==> src/rtl/cfg_msg_router_if.sv <==
// Handshake bundle between the config-message router, its upstream source and
// the per-port downstream config registers.
interface cfg_msg_router_if #(
    parameter int ADDR_SIZE    = 4,
    parameter int PAYLOAD_SIZE = 8,
    parameter int NUM_OUT      = 4
);
    localparam int MSG_W = ADDR_SIZE + PAYLOAD_SIZE + 1;

    logic               recv_val;
    logic               recv_rdy;
    logic [MSG_W-1:0]   recv_msg;
    logic [NUM_OUT-1:0] send_val;
    logic [NUM_OUT-1:0] send_rdy;
    logic [MSG_W-1:0]   send_msg;

    // Environment side: drives the upstream message and the downstream readies.
    modport master (
        output recv_val, recv_msg, send_rdy,
        input  recv_rdy, send_val, send_msg
    );

    // Router side.
    modport slave (
        input  recv_val, recv_msg, send_rdy,
        output recv_rdy, send_val, send_msg
    );
endinterface

==> src/rtl/cfg_msg_router.sv <==
// Routes {addr, write, payload} messages through a 2-entry FIFO to one of
// NUM_OUT config-register ports; out-of-range addresses are dropped and counted.
module cfg_msg_router #(
    parameter int                    ADDR_SIZE    = 4,
    parameter int                    PAYLOAD_SIZE = 8,
    parameter int                    NUM_OUT      = 4,
    parameter logic [ADDR_SIZE-1:0]  BASE_ADDR    = '0
) (
    input  logic             clk,
    input  logic             reset,
    cfg_msg_router_if.slave  bus,
    output logic [7:0]       drop_count
);
    localparam int MSG_W = ADDR_SIZE + PAYLOAD_SIZE + 1;

    logic [MSG_W-1:0]     mem_q [2];
    logic                 head_q, tail_q;
    logic [1:0]           count_q, count_d;
    logic [7:0]           drop_q;

    logic [MSG_W-1:0]     head_msg;
    logic [ADDR_SIZE-1:0] head_idx;
    logic [NUM_OUT-1:0]   sel;
    logic                 non_empty, routable, enq, deq, drop;

    // Head decode: idx wraps in ADDR_SIZE bits, so addresses below BASE_ADDR
    // land high and fall out of range rather than aliasing onto low ports.
    always_comb begin
        head_msg  = mem_q[head_q];
        head_idx  = head_msg[MSG_W-1 -: ADDR_SIZE] - BASE_ADDR;
        non_empty = (count_q != 2'd0);
        routable  = (32'(head_idx) < NUM_OUT);
        sel       = '0;
        for (int i = 0; i < NUM_OUT; i++) begin
            sel[i] = (32'(head_idx) == i);
        end
    end

    assign bus.recv_rdy = (count_q != 2'd2);
    assign bus.send_val = (non_empty && routable) ? sel : '0;
    assign bus.send_msg = non_empty ? head_msg : '0;
    assign drop_count   = drop_q;

    assign enq  = bus.recv_val && bus.recv_rdy;
    assign drop = non_empty && !routable;
    assign deq  = drop || (|(bus.send_val & bus.send_rdy));

    always_comb begin
        count_d = count_q + {1'b0, enq} - {1'b0, deq};
    end

    // NOTE: FIFO storage has no reset; the pointers and count define validity,
    // so stale entries are never observable and the array stays plain RAM.
    always_ff @(posedge clk) begin
        if (enq) begin
            mem_q[tail_q] <= bus.recv_msg;
        end
    end

    always_ff @(posedge clk or negedge reset) begin
        if (!reset) begin
            head_q  <= 1'b0;
            tail_q  <= 1'b0;
            count_q <= 2'd0;
            drop_q  <= 8'd0;
        end else begin
            count_q <= count_d;
            if (enq) begin
                tail_q <= tail_q + 1'b1;
            end
            if (deq) begin
                head_q <= head_q + 1'b1;
            end
            if (drop && (drop_q != 8'hFF)) begin
                drop_q <= drop_q + 8'd1;
            end
        end
    end
endmodule

==> src/flat_wrapper.sv <==
// flat-port wrapper written by rule: the top's interface ports become plain ports
module cfg_msg_router_flat 
#(
    parameter int                    ADDR_SIZE    = 4,
    parameter int                    PAYLOAD_SIZE = 8,
    parameter int                    NUM_OUT      = 4,
    parameter logic [ADDR_SIZE-1:0]  BASE_ADDR    = '0
)
  (clk, reset, drop_count, bus_recv_val, bus_recv_msg, bus_send_rdy, bus_recv_rdy, bus_send_val, bus_send_msg);
  cfg_msg_router_if #(.ADDR_SIZE(ADDR_SIZE), .PAYLOAD_SIZE(PAYLOAD_SIZE), .NUM_OUT(NUM_OUT)) bus_i ();
  input  logic clk;
  input  logic reset;
  output logic [7:0] drop_count;
  input wire logic [$bits(bus_i.recv_val)-1:0] bus_recv_val;
  input wire logic [$bits(bus_i.recv_msg)-1:0] bus_recv_msg;
  input wire logic [$bits(bus_i.send_rdy)-1:0] bus_send_rdy;
  output wire logic [$bits(bus_i.recv_rdy)-1:0] bus_recv_rdy;
  output wire logic [$bits(bus_i.send_val)-1:0] bus_send_val;
  output wire logic [$bits(bus_i.send_msg)-1:0] bus_send_msg;
  assign bus_i.recv_val = bus_recv_val;
  assign bus_i.recv_msg = bus_recv_msg;
  assign bus_i.send_rdy = bus_send_rdy;
  assign bus_recv_rdy = bus_i.recv_rdy;
  assign bus_send_val = bus_i.send_val;
  assign bus_send_msg = bus_i.send_msg;
  cfg_msg_router #(.ADDR_SIZE(ADDR_SIZE), .PAYLOAD_SIZE(PAYLOAD_SIZE), .NUM_OUT(NUM_OUT), .BASE_ADDR(BASE_ADDR)) u_core (.clk(clk), .reset(reset), .bus(bus_i), .drop_count(drop_count));
endmodule
==> config.mk <==
export PLATFORM = sky130hd
export DESIGN_NAME = cfg_msg_router_flat
export DESIGN_NICKNAME = d
export VERILOG_FILES = /design/src/rtl/cfg_msg_router_if.sv /design/src/rtl/cfg_msg_router.sv /design/src/flat_wrapper.sv
export SDC_FILE = /design/constraint.sdc
export NUM_CORES = 1
export LEC_CHECK = 0
export CORE_MARGIN = 1.5
export CORE_UTILIZATION = 49
export CTS_BUF_LIST = sky130_fd_sc_hd__clkbuf_8
export DETAILED_ROUTE_END_ITERATION = 12
export PLACE_DENSITY = 0.88
export SLEW_MARGIN = 20
export SYNTH_ARGS = -nofsm -noshare
export SYNTH_HDL_FRONTEND = slang
export SYNTH_SLANG_ARGS = --single-unit
==> constraint.sdc <==
create_clock -name clk -period 2.7 [get_ports clk]
set_clock_uncertainty 0.15 [all_clocks]
set_input_delay 0.405 -clock clk [delete_from_list [all_inputs] [get_ports clk]]
set_output_delay 0.405 -clock clk [all_outputs]
set_load 0.005 [all_outputs]
== Word-level counts from Yosys, hierarchy flattened ==
Memories as Yosys holds them, arrays and structs flattened.
Index checks and enable logic that the tools add are counted.

* Flip-flop bits (word level): 12
* RAM bits: 26
* Input port bits: 20
* Output and inout bits: 26
* Logic and storage cells: 30
* Memories kept: 1

* Add/sub/neg operators: 5
* Magnitude comparators: 1
* Equal/unequal tests: 5
* Mux-type cells: 4
* Bitwise logic cells: 1
* Reduce and logical (&&, ||, !) cells: 9

{| class="wikitable"
|+ Memories
! name !! depth !! bits a word !! read ports !! clocked after memory_dff !! wr ports !! line !! source
|-
| u_core.mem_q || 2 || 13 || 1 || 0 || 1 || cfg_msg_router.sv:16 || <nowiki>logic [MSG_W-1:0] mem_q [2];</nowiki>
|}

{| class="wikitable"
|+ Operator list
! kind !! count
|-
| $mux 13 || 1
|-
| $add 8x1->8 const B || 1
|-
| $eq 4x2->1 const B || 2
|-
| $ne 8x8->1 const B || 1
|-
| $and 4x4->4 || 1
|-
| $eq 4x1->1 const B || 1
|-
| $logic_and 1x1->1 || 4
|-
| $logic_not 4->1 || 1
|-
| $lt 4x3->1 const B || 1
|-
| $mux 4 || 1
|-
| $reduce_or 4->1 || 1
|-
| $add 1x1->1 const B || 2
|-
| $add 2x1->2 || 1
|-
| $mux 1 || 2
|-
| $ne 2x2->1 const B || 1
|-
| $reduce_bool 2->1 || 1
|-
| $sub 2x1->2 || 1
|-
| $logic_not 1->1 || 1
|-
| $logic_or 1x1->1 || 1
|}

== Depth between registers and ports, before layout ==
Gate-level depths: netlist of run 1.
An unclocked memory read counts as a cell.

* Word-level depth: 8
* Gate-level depth with buffers: 10
* Depth with buffers taken out: 9

== Worst setup path before layout of run 1 ==
No wires, ideal clock.

* Path kind: reg-to-reg
* Start point: reg u_core.head_q
* End point: reg u_core.count_q[1]
* Library setup time: 0.123 ns
* Arrival time: 2.070 ns
* Required time: 2.427 ns
* Path slack: 0.356 ns
* Stages on the path, launching flop included: 11
* Path buffers: 1
* Period minus slack after synthesis: 2.344 ns
* Cell sequence: dfrtp_1 -> buf_6 -> mux2i_4 -> mux2i_1 -> a211oi_1 -> a311o_2 -> ha_1 -> inv_1 -> ha_1 -> xnor2_1 -> xnor2_1

* Cells in the longest elaborated chain, start to end: 8
* Elaborated cells on any way between the ends: 14
* Classes of those cells: 1 x add/sub; 1 x order compare; 3 x eq/ne; 1 x mux; 1 x bitwise; 6 x reduce/logical; 1 x memory

{| class="wikitable"
|+ RTL lines
! element !! line !! source
|-
| start, declared || cfg_msg_router.sv:17 || <nowiki>logic head_q, tail_q;</nowiki>
|-
| start signal, assigned || cfg_msg_router.sv:72 || <nowiki>head_q <= head_q + 1'b1;</nowiki>
|-
| $mem_v2 2x13 * || - ||
|-
| $lt 4x3->1 || cfg_msg_router.sv:32 || <nowiki>routable = (32'(head_idx) < NUM_OUT);</nowiki>
|-
| $logic_and 1x1->1 || cfg_msg_router.sv:40 || <nowiki>assign bus.send_val = (non_empty && routable) ? sel : '0;</nowiki>
|-
| $mux 4 || cfg_msg_router.sv:40 ||
|-
| $and 4x4->4 || cfg_msg_router.sv:46 || <nowiki>assign deq = drop || (|(bus.send_val & bus.send_rdy));</nowiki>
|-
| $reduce_or 4->1 || cfg_msg_router.sv:46 ||
|-
| $logic_or 1x1->1 * || cfg_msg_router.sv:46 ||
|-
| via u_core.deq || cfg_msg_router.sv:24 || <nowiki>logic non_empty, routable, enq, deq, drop;</nowiki>
|-
| $sub 2x1->2 * || cfg_msg_router.sv:49 || <nowiki>count_d = count_q + {1'b0, enq} - {1'b0, deq};</nowiki>
|-
| via u_core.count_d[1] || cfg_msg_router.sv:18 || <nowiki>logic [1:0] count_q, count_d;</nowiki>
|-
| end signal, assigned || cfg_msg_router.sv:67 || <nowiki>count_q <= count_d;</nowiki>
|-
| end, declared || cfg_msg_router.sv:18 ||
|}

Mark *: on every way through the listed nets, which the timed path passes. The rest lies on a longest branch.
A chain may end at the register's enable or synchronous reset.

== Final worst setup path of run 1 ==
* Start point: reg u_core.head_q
* End point: out bus_send_val[1]

* Cells in the longest elaborated chain, start to end: 4
* Elaborated cells on any way between the ends: 5
* Classes of those cells: 1 x order compare; 1 x eq/ne; 1 x mux; 1 x reduce/logical; 1 x memory

{| class="wikitable"
|+ RTL lines
! element !! line !! source
|-
| $mem_v2 2x13 * || - ||
|-
| $lt 4x3->1 || cfg_msg_router.sv:32 ||
|-
| $logic_and 1x1->1 || cfg_msg_router.sv:40 ||
|-
| $mux 4 * || cfg_msg_router.sv:40 ||
|-
| end, declared || flat_wrapper.sv:18 || <nowiki>output wire logic [$bits(bus_i.send_val)-1:0] bus_send_val;</nowiki>
|}

Every way passes the cells marked *; elsewhere a longest branch is shown, timed or not.

==> run summary, run 1 <==
• complete, no violations — status
• 2.60% — post-synthesis compound-gate area fraction
• 391 MHz — Fmax achieved
• 26 — number of enable-type register cells in the synthesized netlist
• 1640 sq um — summed instance area of the synthesized netlist
• 14 — pin count of the biggest net entering global routing
• 0.22 ns — r2r setup slk
• 0 — Residual DRC
• 0 — final setup vio count
• 31.6% — share of flip-flops with an asynchronous set or reset after synthesis
• 60.8 um — width of the chip
• 5 — clock buffer count from CTS
• 45 — count of buffers from port buffering
• false — setup repair after global routing missed its margin
• 46 — number of top-level design ports
• 3100 sq um — core area
• 0 — leftover overflow at the end of global routing
• sky130_fd_sc_hd__edfxtp_1 — top_reg_cell synth
• 20 — number of placement rows
• 192 — net count of the finished layout
• primary output — Critical Path End Type
• 0.904 nW — leakage power summed over all cells
• register to primary output — category of the critical setup timing path
• 0.582 ns — slew at the pin with the worst max-slew slack
• primary input to asynchronous set/reset pin — Hold Crit Class
• 2.56 ns — post-layout minimum cycle time
• 52.7% — effective utilization at floorplan
• 0 — Post-CTS Hold Fix Bufs
• 3700 sq um — die area
• multiplexers — main combinational cell family by area after synthesis
• 1,082 — via count
• sky130_fd_sc_hd__clkbuf_8 — root buf cell
• 3.13 mm — sum of routed wire length over all layers
• 2.00 ns — data arrival at the endpoint of the critical path
• 19.4% — Total Routing Usage GR
• 47.7% — proportion of netlist area held by the largest area contributor
• 38 — CTS sink cnt
• 0 — number of antenna violations at the first check in global routing
• 0 — count of pins over their slew limit
• 0.683 mV — Worst IR Drop VDD
• 0.00271 W — sum of internal, switching and leakage power
• 9.79% — post-synthesis simple-gate area fraction
• 26 — number of distinct library cells after synthesis
• 43 — count of routing violations after the opening detailed-route iteration
• 0.777 — routability cong.
• 0 — antenna cell count
• 0 — Maximum Capacitance Violations
• 0 — remaining antenna violation count
• sky130_fd_sc_hd__edfxtp_1 — cell type with the largest total area after synthesis
• 42.3% — Layout Area Growth over Synthesis
• 10.9% — portion of netlist area occupied by mux cells
• 0.29 ns — Skew-Pair Late Insertion Delay
• 214 — # fillers
• 26 x sky130_fd_sc_hd__edfxtp_1, 15 x sky130_fd_sc_hd__nor2_1, 13 x sky130_fd_sc_hd__mux2i_1 — Post-synth top cells
• 14.6 um — wire length per cell
• 1,105 — vias in the first global route
• register — Worst Setup Start Kind
• 60.8 um — Vert. Die Dim
• 5.89% — parity-gate share of the synthesized area counting xor and xnor cells
• 1160 nW/um^2 — ratio of total power to cell area
• 0 — number of hold violations in the final report
• 0.07 ns — Reg clk slew, reported paths
• 0 ns — final setup TNS
• 61.2% — worst slew margin relative to its limit
• sky130_fd_sc_hd__edfxtp_1 — cell with the most instances after synthesis
• 5.02 mm — global-route wire length before repair
• 139 — synthesized netlist net count
• 94.8% — part of the cycle the worst path needs
• 2 — Max H-tree Level
• 5.06 — detailed-route vias per instance
• 14.1 sq um — average size of a mapped cell
• sky130_fd_sc_hd__edfxtp_1 48%, sky130_fd_sc_hd__dfrtp_1 18%, sky130_fd_sc_hd__mux2i_1 8.0% — top cells by area, synth
• 66.1% — share of synthesized area occupied by flip-flops and latches
• 8 — Crit Path Max Fanout
• yes — TritonCTS clock tree
• 2 — buffer levels on the longest clock path
• 116 — instance count of the mapped netlist
• 2.29% — adder-cell share of the synthesized area
• 38 — flip-flop and latch count after synthesis
• 14.1% — share of post-route cells with drive strength above 1
• 4 — Initial DRT Pass Iterations
• 2.26 mm — placed wire-length estimate after detailed placement
• 0 — warning count from the yosys run
• 2.14 ns — data required time at the worst endpoint
-- repair_timing --
| action | 4_1_cts | 5_1_grt |
|---|---|---|
| hold endpoints to repair | 0 | 0 |
| endpoints found under the setup margin | 4 | 4 |
| buffers inserted | 0 | 1 |
| resized for setup | 4 | 4 |
| pin swaps | 0 | 0 |
-- registers in the layout (all words and copies together) (netlist names) --
register           count
u_core.tail_q          1
u_core.drop_count      8
u_core.mem_q          26
u_core.count_q         2
u_core.head_q          1
-- path summary, 6_finish.rpt --
kind	startpoint	to	cells past startpoint
min in group clk	u_core.drop_count[5]	u_core.drop_count[5]	1
worst max register to register	u_core.head_q	u_core.count_q[1]	10
worst min-delay path	reset	u_core.drop_count[0]	1
worst max-delay path	u_core.head_q	bus_send_val[1]	5
max in group asynchronous	reset	u_core.head_q	1
worst min register to register	u_core.drop_count[5]	u_core.drop_count[5]	1
-- area by class of cell --
class,instances,area (sq um),share of cell area (%)
Inverter,4,15.0,0.645
Timing Repair Buffer,50,492,21.1
Sequential cell,38,1080,46.5
Multi-Input combinational cell,70,547,23.5
Clock buffer,5,68.8,2.96
Tap cell,44,55.1,2.36
Clock inverter,3,68.8,2.96
-- layer usage --
layer | up-vias | part of all wire, % | GRT usage (%)
met2 | 37 | 53 | 31.5
li1 | 520 | - | -
met1 | 520 | 40 | 23.3
met5 | - | 0 | 0
met3 | 5 | 4.9 | 6.40
met4 | 0 | 1.8 | 9.63
-- logic make-up (layout without fill, tap and decap cells) --
group,Yosys count,in the layout
flops,38,38
simple gates,34,34
mux,16,16
xor+xnor,11,11
buf+inv,8,62
compound gates,6,6
fa+ha+maj,3,3
-- worst max-delay path, stage by stage (launching register included) --
cell and delay, ns:
sky130_fd_sc_hd__dfrtp_2 0.42, sky130_fd_sc_hd__buf_6 0.17, sky130_fd_sc_hd__nor3b_2 0.21, sky130_fd_sc_hd__o22ai_2 0.16, sky130_fd_sc_hd__nor3b_2 0.23, sky130_fd_sc_hd__clkdlybuf4s50_1 0.53
-- per-stage QoR --
step / instances / instance area (sq um) / worst slack [ns] / utilization [%] / hold slack (ns)
floorplan: 116 / 1640 / 0.356 / - / -0.0406
global placement: 205 / 2150 / 0.214 / 69.2 / 0.326
detailed placement: 205 / 2150 / 0.107 / 69.2 / 0.331
CTS: 213 / 2300 / 0.00600 / 74.2 / 0.339
global route: 214 / 2330 / 0.0155 / 75.0 / 0.366
finish: 214 / 2330 / 0.140 / 75.0 / 0.320
-- power by group --
part | switching [W] | internal (W) | leakage, nW | total [W]
registers | 0.000134 | 0.000826 | 0.387 | 0.000960
logic | 0.000505 | 0.000676 | 0.450 | 0.00118
clock network | 0.000201 | 0.000370 | 0.0683 | 0.000571
-- placed cells by master (no fill, tap or decap), types with 2 or more instances in the layout --
| cell | Yosys | final |
|---|---|---|
| sky130_fd_sc_hd__clkdlybuf4s50_1 | 0 | 45 |
| sky130_fd_sc_hd__edfxtp_1 | 26 | 26 |
| sky130_fd_sc_hd__nor2_1 | 15 | 15 |
| sky130_fd_sc_hd__mux2i_1 | 13 | 13 |
| sky130_fd_sc_hd__dfrtp_1 | 12 | 11 |
| sky130_fd_sc_hd__xnor2_1 | 9 | 9 |
| sky130_fd_sc_hd__nand2_1 | 5 | 5 |
| sky130_fd_sc_hd__clkbuf_8 | 0 | 5 |
| sky130_fd_sc_hd__inv_1 | 4 | 4 |
| sky130_fd_sc_hd__buf_4 | 0 | 4 |
| sky130_fd_sc_hd__nor3b_2 | 0 | 3 |
| sky130_fd_sc_hd__nand4_1 | 3 | 3 |
| sky130_fd_sc_hd__ha_1 | 3 | 3 |
| sky130_fd_sc_hd__a21oi_1 | 2 | 2 |
| sky130_fd_sc_hd__nor3_2 | 0 | 2 |
| sky130_fd_sc_hd__and3_1 | 2 | 2 |
| sky130_fd_sc_hd__nand3_1 | 2 | 2 |
| sky130_fd_sc_hd__xor2_1 | 2 | 2 |
| sky130_fd_sc_hd__bufinv_16 | 0 | 2 |
Power figures use the tool's default switching activity.
==> run 2, diff against run 1 <==
--- a/config.mk
+++ b/config.mk
@@ -6,11 +6,9 @@
 export NUM_CORES = 1
 export LEC_CHECK = 0
 export CORE_MARGIN = 1.5
-export CORE_UTILIZATION = 49
-export CTS_BUF_LIST = sky130_fd_sc_hd__clkbuf_8
+export CORE_UTILIZATION = 47
 export DETAILED_ROUTE_END_ITERATION = 12
-export PLACE_DENSITY = 0.88
-export SLEW_MARGIN = 20
+export PLACE_DENSITY = 0.85
 export SYNTH_ARGS = -nofsm -noshare
 export SYNTH_HDL_FRONTEND = slang
 export SYNTH_SLANG_ARGS = --single-unit
==> run 2 against run 1 <==
Utilization down 7.4 points. First-iteration DRC count stayed put. Fmax is 3.8% higher. Sequential cell count unchanged. Clock-buffer cell count rose by 1. Largest cell class unchanged.
==> run summary, run 2 (synthesis gave the netlist of run 1 again) <==
• 41 x sky130_fd_sc_hd__clkdlybuf4s50_1, 26 x sky130_fd_sc_hd__edfxtp_1, 15 x sky130_fd_sc_hd__nor2_1, 13 x sky130_fd_sc_hd__mux2i_1, 11 x sky130_fd_sc_hd__dfrtp_1 — most frequent cells in the layout
• 0 — number of antenna violations at the first check in global routing, unchanged
• 17.6% — Total Routing Usage GR, -1.8 points
• 0 — number of hold violations in the final report, unchanged
• 0 ns — final setup TNS, unchanged
• 0.37 ns — delay contributed by the slowest stage of the critical path, -0.16 ns
• 0.722 — routability cong., -7.1%
• 254 — # fillers, +19%
• complete, no violations — status
• 0 — leftover overflow at the end of global routing, unchanged
• 1,082 — via count, unchanged
• 11.6% — share of post-route cells with drive strength above 1, -2.5 points
• register — Critical Path End Type
• 194 — net count of the finished layout, +1.0%
• 14 — pin count of the biggest net entering global routing, unchanged
• 46 — number of top-level design ports, unchanged
• 0.172 ns — worst setup slack after placement, +0.0649 ns
• 0 — count of pins over their slew limit, unchanged
• 406 MHz — Fmax achieved, +3.8%
• 2.20 mm — placed wire-length estimate after detailed placement, -2.6%
• 4.67 mm — global-route wire length before repair, -6.9%
• 2 — Max H-tree Level, unchanged
• 4.96 — detailed-route vias per instance, -1.8%
• 0 — Residual DRC, unchanged
• 3.02 mm — sum of routed wire length over all layers, -3.6%
• 1,074 — vias in the first global route, -2.8%
• 7 — Crit Path Max Fanout, -1
• u_core.mem_q — register with the most flip-flops
• primary input to asynchronous set/reset pin — Hold Crit Class
• 0.234 ns — Final Worst Setup Slack, +0.0941 ns
• yes — TritonCTS clock tree
• 91.3% — part of the cycle the worst path needs, -3.5 points
• multiplexers — largest delay contributor family on the critical path
• 2 — worst path buffer plus inverter count, unchanged
• sky130_fd_sc_hd__dfrtp_2 — cell type of the slowest stage on the worst timing path
• buf_4, mux2i_4, mux2i_1, a211oi_1, a311o_2, ha_1, inv_1, ha_1, xnor2_1, xnor2_1 — series of cell instances along the critical path
• 0 — Maximum Capacitance Violations, unchanged
• 13.8 um — wire length per cell, -5.4%
• 43 — count of routing violations after the opening detailed-route iteration, unchanged
• 4 — Initial DRT Pass Iterations, unchanged
• sky130_fd_sc_hd__clkdlybuf4s50_1 — most frequent standard cell in the layout excluding fill and tap cells
• 2.47 ns — post-layout minimum cycle time, -0.0941 ns
• 3850 sq um — die area, +4.1%
• 62.0 um — width of the chip, +2.0%
• 2.58 ns — data arrival at the endpoint of the critical path, +0.58 ns
• 49.0% — effective utilization at floorplan, -3.7 points
• 5 — clock buffer count from CTS, unchanged
• 45 — count of buffers from port buffering, unchanged
• register to register — category of the critical setup timing path
• 0.478 mV — Worst IR Drop VDD, -30%
• 0.34 ns — Skew-Pair Late Insertion Delay, +0.05 ns
• 26 — max FFs per register, unchanged
• 0.23 ns — r2r setup slk, about the same
• 2.82 ns — data required time at the worst endpoint, +0.68 ns
• 0.904 nW — leakage power summed over all cells, about the same
• 62.0 um — Vert. Die Dim, +2.0%
• 0 — antenna cell count, unchanged
• 38 — CTS sink cnt, unchanged
• 60.3% — worst slew margin relative to its limit, -0.86 points
• 37.8% — Layout Area Growth over Synthesis
• 0 — remaining antenna violation count, unchanged
• 0 — final setup vio count, unchanged
• false — setup repair after global routing missed its margin
• sky130_fd_sc_hd__clkbuf_4 — root buf cell
• 2 — buffer levels on the longest clock path, unchanged
• 0.11 ns — Reg clk slew, reported paths, +0.04 ns
• 21 — number of placement rows, +5.0%
• 0.595 ns — slew at the pin with the worst max-slew slack, +0.0129 ns
• 3340 sq um — core area, +7.5%
• register — Worst Setup Start Kind
• 1110 nW/um^2 — ratio of total power to cell area, -4.9%
-- run 2: what timing repair did --
item | in CTS | in global routing
buffers inserted | 2 | 0
resized for setup | 5 | 1
hold buffers | 0 | 0
pin swaps | 1 | 0
endpoints found under the setup margin | 4 | 1
-- run 2: metal layers --
| layer | part of all wire, % | vias to the layer above | wire length, um | track usage, % |
|---|---|---|---|---|
| met3 | 5.6 | 4 | 168 | 6.63 |
| li1 | - | 524 | - | - |
| met5 | 0 | - | 0 | 0 |
| met2 | 52 | 31 | 1570 | 29.0 |
| met1 | 41 | 523 | 1240 | 20.5 |
| met4 | 1.1 | 0 | 34 | 7.90 |
-- run 2: final cells by class --
| class | count | area [sq um] | area share, % |
|---|---|---|---|
| inverters | 4 | 15.0 | 0.666 |
| well taps | 46 | 57.6 | 2.55 |
| flip-flops and latches | 38 | 1080 | 48.0 |
| clock inverters | 2 | 37.5 | 1.66 |
| repair buffers | 52 | 502 | 22.2 |
| multi-input cells | 70 | 520 | 23.1 |
| clock buffers | 6 | 41.3 | 1.83 |
-- run 2: per-stage QoR --
stage | hold WS, ns | area (sq um) | total power, W | utilization, % | instances
floorplan | -0.0406 | 1640 | 0.00157 | - | 116
global placement | 0.326 | 2160 | 0.00208 | 64.6 | 208
detailed placement | 0.329 | 2160 | 0.00212 | 64.6 | 208
CTS | 0.255 | 2250 | 0.00252 | 67.5 | 218
global route | 0.272 | 2260 | 0.00267 | 67.6 | 218
finish | 0.258 | 2260 | 0.00250 | 67.6 | 218
-- run 2: final timing paths --
check                               from                 to  depth (start not counted)
min in group clk           u_core.tail_q      u_core.tail_q                          1
min                                reset      u_core.tail_q                          1
min reg2reg                u_core.tail_q      u_core.tail_q                          1
max in group asynchronous          reset      u_core.head_q                          1
max                        u_core.head_q  u_core.count_q[1]                         10
max reg2reg                u_core.head_q  u_core.count_q[1]                         10
-- run 2: power by group --
group          total, W  switching (W)  internal, W
clock          0.000373       0.000178     0.000195
combinational   0.00118       0.000510     0.000671
sequential     0.000944       0.000120     0.000824
==> run 3, diff against run 2 <==
--- a/config.mk
+++ b/config.mk
@@ -5,7 +5,7 @@
 export SDC_FILE = /design/constraint.sdc
 export NUM_CORES = 1
 export LEC_CHECK = 0
-export CORE_MARGIN = 1.5
+export CORE_MARGIN = 2
 export CORE_UTILIZATION = 47
 export DETAILED_ROUTE_END_ITERATION = 12
 export PLACE_DENSITY = 0.85
==> run 3 against run 2 <==
Die area is 3.3% higher. Critical path depth fell by 5. Non-clock buffer count increased by 4. Sequential cell count unchanged. Sequential power is 1% higher. Fmax fell by 5.5%. Critical endpoint is now bus_send_val[0]. Setup slack lost 0.14 ns. Clock power shrank 26%. Global-route usage down 0.096 points. Clock-buffer cell count unchanged. First-iteration DRC count is 16% lower. Routed wire length grew 4.2%.
==> run summary, run 3 (synthesis gave the netlist of run 1 again) <==
• sky130_fd_sc_hd__clkdlybuf4s50_1 — most frequent standard cell in the layout excluding fill and tap cells
• 3.14 mm — sum of routed wire length over all layers, +4.2%
• 0.53 ns — delay contributed by the slowest stage of the critical path, +0.16 ns
• register — Worst Setup Start Kind
• 5.18 mm — global-route wire length before repair, +11%
• 38 — CTS sink cnt, unchanged
• 0.517 mV — Worst IR Drop VDD, +8.2%
• 2.14 ns — data required time at the worst endpoint, -0.68 ns
• 0.238 ns — Hold WS, -0.0203 ns
• 1,162 — vias in the first global route, +8.2%
• primary output — Critical Path End Type
• 0.0928 ns — worst setup slack after placement, -0.0791 ns
• 0.910 nW — leakage power summed over all cells, +0.65%
• 0 — leftover overflow at the end of global routing, unchanged
• 2 — Max H-tree Level, unchanged
• 0 — remaining antenna violation count, unchanged
• sky130_fd_sc_hd__clkbuf_4 — root buf cell
• 0.13 ns — r2r setup slk, -0.10 ns
• 0 — count of pins over their slew limit, unchanged
• 10 — number of cells on the worst reg-to-reg path, unchanged
• 0 — number of antenna violations at the first check in global routing, unchanged
• 14 — pin count of the biggest net entering global routing, unchanged
• u_core.mem_q — register with the most flip-flops
• 26 — max FFs per register, unchanged
• 0 — Post-CTS Hold Fix Bufs, unchanged
• u_core.head_q — startpoint of the lowest-slack register-to-register path
• 5 — clock buffer count from CTS, unchanged
• 0.00248 W — sum of internal, switching and leakage power, -0.65%
• u_core.count_q[1] — worst reg2reg path endpoint
• 2.61 ns — post-layout minimum cycle time, +0.144 ns
• true — setup repair after global routing missed its margin
• 49.0% — effective utilization at floorplan, unchanged
• 21 — number of placement rows, unchanged
• 36 — count of routing violations after the opening detailed-route iteration, -16%
• 0 — Residual DRC, unchanged
• 3340 sq um — core area, unchanged
• complete, no violations — status
• sky130_fd_sc_hd__clkdlybuf4s50_1 — cell type of the slowest stage on the worst timing path
• bus_send_val[0] — critical path capture point
• 0 — number of hold violations in the final report, unchanged
• 7 — Crit Path Max Fanout, unchanged
• 63.0 um — width of the chip, +1.6%
• 0 — antenna cell count, unchanged
• yes — TritonCTS clock tree
• 0.717 — routability cong., -0.65%
• 198 — net count of the finished layout, +2.1%
• 0 — Maximum Capacitance Violations, unchanged
• 39.3% — Layout Area Growth over Synthesis
• 2.05 ns — data arrival at the endpoint of the critical path, -0.53 ns
• 0.613 ns — slew at the pin with the worst max-slew slack, +0.0176 ns
• u_core.head_q — first element of the critical path
• 0.0903 ns — Final Worst Setup Slack, -0.144 ns
• 0.35 ns — Skew-Pair Late Insertion Delay, about the same
• 14.2% — share of post-route cells with drive strength above 1, +2.6 points
• 1,095 — via count, +1.2%
• 0 — final setup vio count, unchanged
• 45 — count of buffers from port buffering, unchanged
• 0.11 ns — Reg clk slew, reported paths, about the same
• 383 MHz — Fmax achieved, -5.5%
• 59.2% — worst slew margin relative to its limit, -1.2 points
• 46 — number of top-level design ports, unchanged
• register to primary output — category of the critical setup timing path
• 96.7% — part of the cycle the worst path needs, +5.3 points
• 4 — Initial DRT Pass Iterations, unchanged
• primary input to asynchronous set/reset pin — Hold Crit Class
• 14.2 um — wire length per cell, +2.3%
• 63.0 um — Vert. Die Dim, +1.6%
• 2 — buffer levels on the longest clock path, unchanged
• 1090 nW/um^2 — ratio of total power to cell area, -1.7%
• 3970 sq um — die area, +3.3%
• 44 x sky130_fd_sc_hd__clkdlybuf4s50_1, 26 x sky130_fd_sc_hd__edfxtp_1, 15 x sky130_fd_sc_hd__nor2_1, 13 x sky130_fd_sc_hd__mux2i_1 — most frequent cells in the layout
• 17.5% — Total Routing Usage GR, -0.096 points
• nor3_2, o22ai_1, buf_4, nor3b_1, clkdlybuf4s50_1 — series of cell instances along the critical path
• 4.93 — detailed-route vias per instance, -0.62%
• 2.22 mm — placed wire-length estimate after detailed placement, +1.1%
-- run 3: changes by cell type in the layout (fill, tap and decap cells not counted) --
| cell | delta |
|---|---|
| sky130_fd_sc_hd__dlygate4sd2_1 | -3 |
| sky130_fd_sc_hd__nor3b_4 | +1 |
| sky130_fd_sc_hd__xnor2_1 | -1 |
| sky130_fd_sc_hd__buf_4 | +4 |
| sky130_fd_sc_hd__clkdlybuf4s50_1 | +3 |
| sky130_fd_sc_hd__clkinv_2 | +1 |
| sky130_fd_sc_hd__bufinv_16 | -1 |
| sky130_fd_sc_hd__clkinv_1 | +1 |
| sky130_fd_sc_hd__clkinvlp_4 | -1 |
| sky130_fd_sc_hd__xnor2_2 | +1 |
| sky130_fd_sc_hd__nor3b_1 | -1 |
-- run 3: worst min path at each step --
| stage | endpoint | slack [ns] | cells past startpoint |
|---|---|---|---|
| global placement | u_core.tail_q | 0.33 | 1 |
| global route | u_core.drop_count[5] | 0.27 | 1 |
| finish | u_core.drop_count[5] | 0.24 | 1 |
| detailed placement | u_core.tail_q | 0.34 | 1 |
| floorplan | u_core.count_q[0] | -0.04 | 0 |
| CTS | u_core.drop_count[5] | 0.24 | 1 |
-- run 3: area by class of cell --
type | count | area (sq um)
Clock buffer | 6 | 41.3
Clock inverter | 2 | 8.76
Fill cell | 238 | 1060
Inverter | 4 | 15.0
Multi-Input combinational cell | 70 | 539
Sequential cell | 38 | 1080
Tap cell | 46 | 57.6
Timing Repair Buffer | 56 | 536
-- run 3: power breakdown --
| part | internal, W | switching, W | leakage [nW] |
|---|---|---|---|
| logic | 0.000728 | 0.000520 | 0.494 |
| registers | 0.000825 | 0.000133 | 0.387 |
| clock network | 0.0000978 | 0.000178 | 0.0297 |
-- run 3: critical path: cells and delay by family (launching register included) --
family | cells | cell delay [ns]
AND/OR/NAND/NOR | 2 | 0.40
buffers and inverters | 2 | 0.70
flip-flops | 1 | 0.48
AO/OA/AOI/OAI | 1 | 0.12
-- run 3: repair_timing --
item | 4_1_cts | 5_1_grt
endpoints found under the setup margin | 4 | 5
buffers inserted | 4 | 2
cloned | 0 | 0
gates resized for setup | 1 | 5
-- run 3: metrics by stage --
step	utilization (%)	area, sq um	instances	setup TNS, ns
after floorplan	-	1640	116	0
after global placement	64.6	2160	208	0
after detailed placement	64.6	2160	208	0
after CTS	67.1	2240	220	0
after global routing	68.3	2280	222	-0.107
final	68.3	2280	222	0
-- run 3: routing by layer --
metal / routed length (um) / track usage (%) / vias up
li1: - / - / 532
met1: 1370 / 19.2 / 528
met2: 1540 / 29.5 / 29
met3: 167 / 7.03 / 6
met4: 64 / 8.33 / 0
met5: 0 / 0 / -
==> RTL edit 1, RTL diff (config.mk and constraints of run 3) <==
`ADDR_SIZE` is set to 4 in 3 places; all go to 2.
--- a/src/rtl/cfg_msg_router_if.sv
+++ b/src/rtl/cfg_msg_router_if.sv
@@ -1,7 +1,7 @@
 // Handshake bundle between the config-message router, its upstream source and
 // the per-port downstream config registers.
 interface cfg_msg_router_if #(
-    parameter int ADDR_SIZE    = 4,
+    parameter int ADDR_SIZE    = 2,
     parameter int PAYLOAD_SIZE = 8,
     parameter int NUM_OUT      = 4
 );
--- a/src/rtl/cfg_msg_router.sv
+++ b/src/rtl/cfg_msg_router.sv
@@ -1,7 +1,7 @@
 // Routes {addr, write, payload} messages through a 2-entry FIFO to one of
 // NUM_OUT config-register ports; out-of-range addresses are dropped and counted.
 module cfg_msg_router #(
-    parameter int                    ADDR_SIZE    = 4,
+    parameter int                    ADDR_SIZE    = 2,
     parameter int                    PAYLOAD_SIZE = 8,
     parameter int                    NUM_OUT      = 4,
     parameter logic [ADDR_SIZE-1:0]  BASE_ADDR    = '0
--- a/src/flat_wrapper.sv
+++ b/src/flat_wrapper.sv
@@ -1,7 +1,7 @@
 // flat-port wrapper written by rule: the top's interface ports become plain ports
 module cfg_msg_router_flat 
 #(
-    parameter int                    ADDR_SIZE    = 4,
+    parameter int                    ADDR_SIZE    = 2,
     parameter int                    PAYLOAD_SIZE = 8,
     parameter int                    NUM_OUT      = 4,
     parameter logic [ADDR_SIZE-1:0]  BASE_ADDR    = '0
Interface: changed (resized bus_recv_msg and bus_send_msg); port bits go from 46 to 42. The function was not compared with the original's and may differ.
==> RTL edit 1 against run 3 <==
Cell area decreased by 30%; critical path depth decreased by 1; routed wire length decreased by 35%; first-iteration DRC count decreased by 75%; hold slack got worse by 0.12 ns; sequential power decreased by 34%; power decreased by 35%; sequential cell count decreased by 12; die area decreased by 23%; register-to-register slack improved by 0.14 ns; area after synthesis decreased by 25%; worst setup slack improved by 0.11 ns; critical endpoint is now bus_send_val[2].
==> RTL edit 1: results (changes against run 3) <==
metric,value,unit,change
grt_first_pass_wirelength,3140,um,was 5180 um
synth_edf_count,22,,was 26
yosysWarnings,0,,unchanged
initialDrtViolationCount,9,,was 36
synth_area_leaders,"edfxtp_1 54%, mux2i_1 9.0%, dfrtp_1 8.1%",,"was edfxtp_1 48%, dfrtp_1 18%, mux2i_1 8.0%"
leakage,0.647,nW,was 0.910 nW
grt_pass1_vias,785,,was 1162
grt_use_total,15.0,%,was 17.5%
cp_max_fo,9,,was 7
rrSetupSlack,0.27,ns,was 0.13 ns
status,completed,,unchanged
tightest_slew,0.530,ns,was 0.613 ns
nFillCells,208,,was 238
firstDrtPassIters,4,,unchanged
cts_resized,0,,was 1
cts_max_path_buffers,2,,unchanged
grt.met2_usage,28.6,%,was 29.5%
met1_usage,16.2,%,was 19.2%
numCtsBuffers,3,,was 5
post_cts_buffers,0,,was 4
critPathMaxStageDelay,0.59,ns,was 0.53 ns
synth_mux_area_share,10.8,%,was 10.9%
wl_met1,793,um,was 1370 um
synth_xor_area_share,2.14,%,was 5.89%
hpwl,1590,um,was 2220 um
critPathArrivalTime,1.94,ns,was 2.05 ns
finalWirelength,2040,um,was 3140 um
drc,0,,unchanged
synth_compound_area_share,5.09,%,was 2.60%
cpLargestDelayFamily,flip-flops,,was buffers and inverters
slowest_stage,dfrtp_1,,was clkdlybuf4s50_1
rr_startpoint,u_core.head_q,,unchanged
synth_commonest_cells,"22 x edfxtp_1, 19 x nor2_1, 11 x mux2i_1, 8 x buf_4, 6 x inv_1",,"was 26 x edfxtp_1, 15 x nor2_1, 13 x mux2i_1, 12 x dfrtp_1, 9 x xnor2_1"
place.gp.congestion,0.762,,was 0.717
ys_types,22,,was 26
worstSkewPairLatency,0.32,ns,was 0.35 ns
grt_max_degree,15,,was 14
dr_wl_met3,168,um,was 167 um
met2RoutedLength,1050,um,was 1540 um
max-vdd-ir-drop,576,uV,was 517 uV
cts.clk_slew.worst_paths,0.12,ns,
regToRegEndpoint,u_core.count_q[1],,unchanged
synth_flop_cell,edfxtp_1,,unchanged
power_switching,0.523,mW,was 0.831 mW
worst_hold_slack,0.113,ns,was 0.238 ns
io_buffers,33,,was 45
route.vias.total,806,,was 1095
pre_cts_ws,0.303,ns,was 0.0928 ns
seq_area_frac_synth,61.9,%,was 66.1%
nets,154,,was 198
synth_adder_area_share,2.03,%,was 2.29%
synth-async-reset-ratio,15.4,%,was 31.6%
cts_htree_levels,1,,was 2
critPathLaunchType,flop,,unchanged
grt_use_met3,2.42,%,was 7.03%
drive_gt1_share,6.02,%,was 14.2%
r2r_cells,9,,was 10
## RTL edit 1: final cells by class
cell class                      instances  area, sq um  share of cell area, %
Clock buffer                            3         22.5                   1.41
Clock inverter                          1         3.75                  0.235
Inverter                                6         22.5                   1.41
Multi-Input combinational cell         60          393                   24.6
Sequential cell                        26          761                   47.5
Tap cell                               30         37.5                   2.35
Timing Repair Buffer                   37          360                   22.5
## RTL edit 1: logic make-up (layout without fill, tap and decap cells)
family,Yosys count,after routing
XOR/XNOR,3,3
flip-flops,26,26
adder cells (fa/ha/maj),2,2
multiplexers,12,12
buffers and inverters,17,47
AO/OA/AOI/OAI,8,8
AND/OR/NAND/NOR,27,27
other,1,8
## RTL edit 1: power groups by stage
stage	Sequential [mW]	Combinational, mW	Clock (mW)
6_report	0.629	0.809	0.164
3_5_place_dp	0.640	0.817	0
4_1_cts	0.630	0.823	0.166
5_1_grt	0.642	0.906	0.181
2_1_floorplan	0.605	0.475	0
3_3_place_gp	0.630	0.797	0
## RTL edit 1: worst max path at each step
stage	end	slack (ns)	cells after the start
2_1_floorplan	u_core.count_q[1]	0.57	10
3_3_place_gp	u_core.count_q[1]	0.38	9
3_5_place_dp	u_core.count_q[1]	0.30	9
4_1_cts	bus_send_val[2]	0.19	4
5_1_grt	bus_send_val[2]	0.05	4
6_report	bus_send_val[2]	0.20	4
## RTL edit 1: stage by stage
stage | cell area (sq um) | utilization [%] | std cells
5_1_grt | 1600 | 64.6 | 163
3_5_place_dp | 1570 | 63.5 | 159
2_1_floorplan | 1260 | - | 103
6_report | 1600 | 64.6 | 163
3_3_place_gp | 1570 | 63.5 | 159
4_1_cts | 1600 | 64.6 | 163
==> RTL edit 2, RTL diff (flow settings as in run 3) <==
Made on the original files. Make the reset (`reset`) synchronous in one clocked block.
--- a/src/rtl/cfg_msg_router.sv
+++ b/src/rtl/cfg_msg_router.sv
@@ -57,7 +57,7 @@
         end
     end
 
-    always_ff @(posedge clk or negedge reset) begin
+    always_ff @(posedge clk) begin
         if (!reset) begin
             head_q  <= 1'b0;
             tail_q  <= 1'b0;
Function: differs if reset is asserted again (counterexample within 4 cycles, from zero or initial values and one cycle with reset low); with reset held inactive, the same outputs for 10 cycles.
==> RTL edit 2 against run 3 <==
Sequential cell count increased by 1; area after synthesis is 9.6% higher; cell area is 7.2% higher; register-to-register slack improved by 0.25 ns; largest cell class unchanged; core utilization is 1.5 points lower; sequential share of layout area down 4.9 points; critical path type unchanged; hold slack better by 0.14 ns; non-clock buffer count decreased by 7; routed wire length is 13% higher; worst setup slack gained 0.18 ns.
Power is not compared: it rests on default switching activity, and its combinational part moved more than twofold at a synthesized area within 25%.
==> RTL edit 2: results (changes against run 3) <==
metric,value,unit,change
met1_usage,16.4,%,was 19.2%
start_util,49.0,%,about the same
drive_gt1_share,11.3,%,was 14.2%
route.vias.total,1250,,was 1095
ys_types,37,,was 26
cts.clk_slew.worst_paths,0.07,ns,was 0.11 ns
slew_headroom,59.3,%,was 59.2%
r2r_cells,8,,was 10
critPathArrivalTime,1.88,ns,was 2.05 ns
nFillCells,271,,was 238
rrSetupSlack,0.38,ns,was 0.13 ns
synth_area_leaders,"edfxtp_1 44%, dfxtp_1 15%, mux2i_1 8.9%",,"was edfxtp_1 48%, dfrtp_1 18%, mux2i_1 8.0%"
synth-async-reset-ratio,0,%,was 31.6%
min_path_type,reg -> reg,,was in -> async
nets,216,,was 198
grt_max_degree,15,,was 14
grt_pass1_vias,1195,,was 1162
seq_area_frac_synth,58.1,%,was 66.1%
grt_use_total,16.9,%,was 17.5%
place.gp.congestion,0.769,,was 0.717
regToRegEndpoint,u_core.count_q[1],,unchanged
post_cts_buffers,0,,was 4
grt_use_met3,3.42,%,was 7.03%
finalWirelength,3540,um,was 3140 um
status,completed,,unchanged
initialDrtViolationCount,48,,was 36
synth_commonest_cells,"26 x edfxtp_1, 16 x mux2i_1, 15 x nor2_1, 13 x dfxtp_1, 9 x and2_1",,"was 26 x edfxtp_1, 15 x nor2_1, 13 x mux2i_1, 12 x dfrtp_1, 9 x xnor2_1"
worst_hold_slack,0.379,ns,was 0.238 ns
worstSkewPairLatency,0.29,ns,was 0.35 ns
cp_max_fo,12,,was 7
grt_first_pass_wirelength,5280,um,was 5180 um
hpwl,2580,um,was 2220 um
pre_cts_ws,0.313,ns,was 0.0928 ns
-- RTL edit 2: kinds of logic (layout without fill, tap and decap cells) --
family | after synthesis | after routing | share of synthesized area, %
adders and majority gates | 2 | 2 | 1.40
xor gates and xnor gates | 7 | 7 | 3.42
and+or+nand+nor | 59 | 59 | 19.0
buffers and inverters | 6 | 59 | 1.54
muxes | 18 | 18 | 10.2
AOI/OAI and AO/OA | 11 | 11 | 6.42
DFF | 39 | 39 | 58.1
-- RTL edit 2: worst max path at each step --
| stage | slack, ns | end | cells past startpoint | startpoint |
|---|---|---|---|---|
| 6_report | 0.27 | bus_send_msg[7] | 4 | u_core.count_q[0] |
| 5_1_grt | 0.09 | bus_send_msg[9] | 5 | flop |
| 4_1_cts | 0.005 | bus_send_msg[7] | 4 | u_core.count_q[0] |
| 3_5_place_dp | 0.31 | bus_send_msg[7] | 4 | u_core.count_q[0] |
| 3_3_place_gp | 0.36 | bus_send_val[1] | 4 | u_core.mem_q[0][11] |
| 2_1_floorplan | 0.51 | u_core.count_q[0] | 7 | u_core.mem_q[0][11] |
-- RTL edit 2: what timing repair did --
| action | in CTS | in global routing |
|---|---|---|
| setup endpoints to repair | 2 | 11 |
| hold endpoints to repair | 0 | 0 |
| gates resized for setup | 2 | 5 |
-- RTL edit 2: cell type report --
| type | instances | area [sq um] | share of cell area, % |
|---|---|---|---|
| clock buffer | 6 | 82.6 | 3.38 |
| clock inverter | 2 | 35.0 | 1.43 |
| inverter | 2 | 7.51 | 0.307 |
| multi-input combinational | 97 | 732 | 29.9 |
| sequential | 39 | 1040 | 42.6 |
| tap | 48 | 60.1 | 2.46 |
| timing repair buffer | 49 | 487 | 19.9 |
-- RTL edit 2: metal layers --
metal / vias up / share of wire (%)
met4: 0 / 2.1
li1: 624 / -
met3: 7 / 4.0
met5: - / 0
met1: 589 / 39
met2: 30 / 55
-- RTL edit 2: per-stage QoR --
step / cells / power, mW / cell area, sq um
3_5_place_dp: 235 / 0.939 / 2310
3_3_place_gp: 235 / 0.927 / 2310
5_1_grt: 243 / 1.47 / 2440
2_1_floorplan: 142 / 0.831 / 1790
4_1_cts: 243 / 1.42 / 2430
6_report: 243 / 1.42 / 2440
-- RTL edit 2: critical path, cell delays in order, from the launching register on --
cell and delay, ns:
dfxtp_1 0.35, nor2_2 0.42, buf_4 0.28, nor2_1 0.07
clkdlybuf4s50_1 0.46
-- RTL edit 2: report_power, final --
part	internal [mW]	switching, mW	total (mW)
registers	0.672	0.0189	0.690
clock network	0.299	0.188	0.486
logic	0.129	0.111	0.239
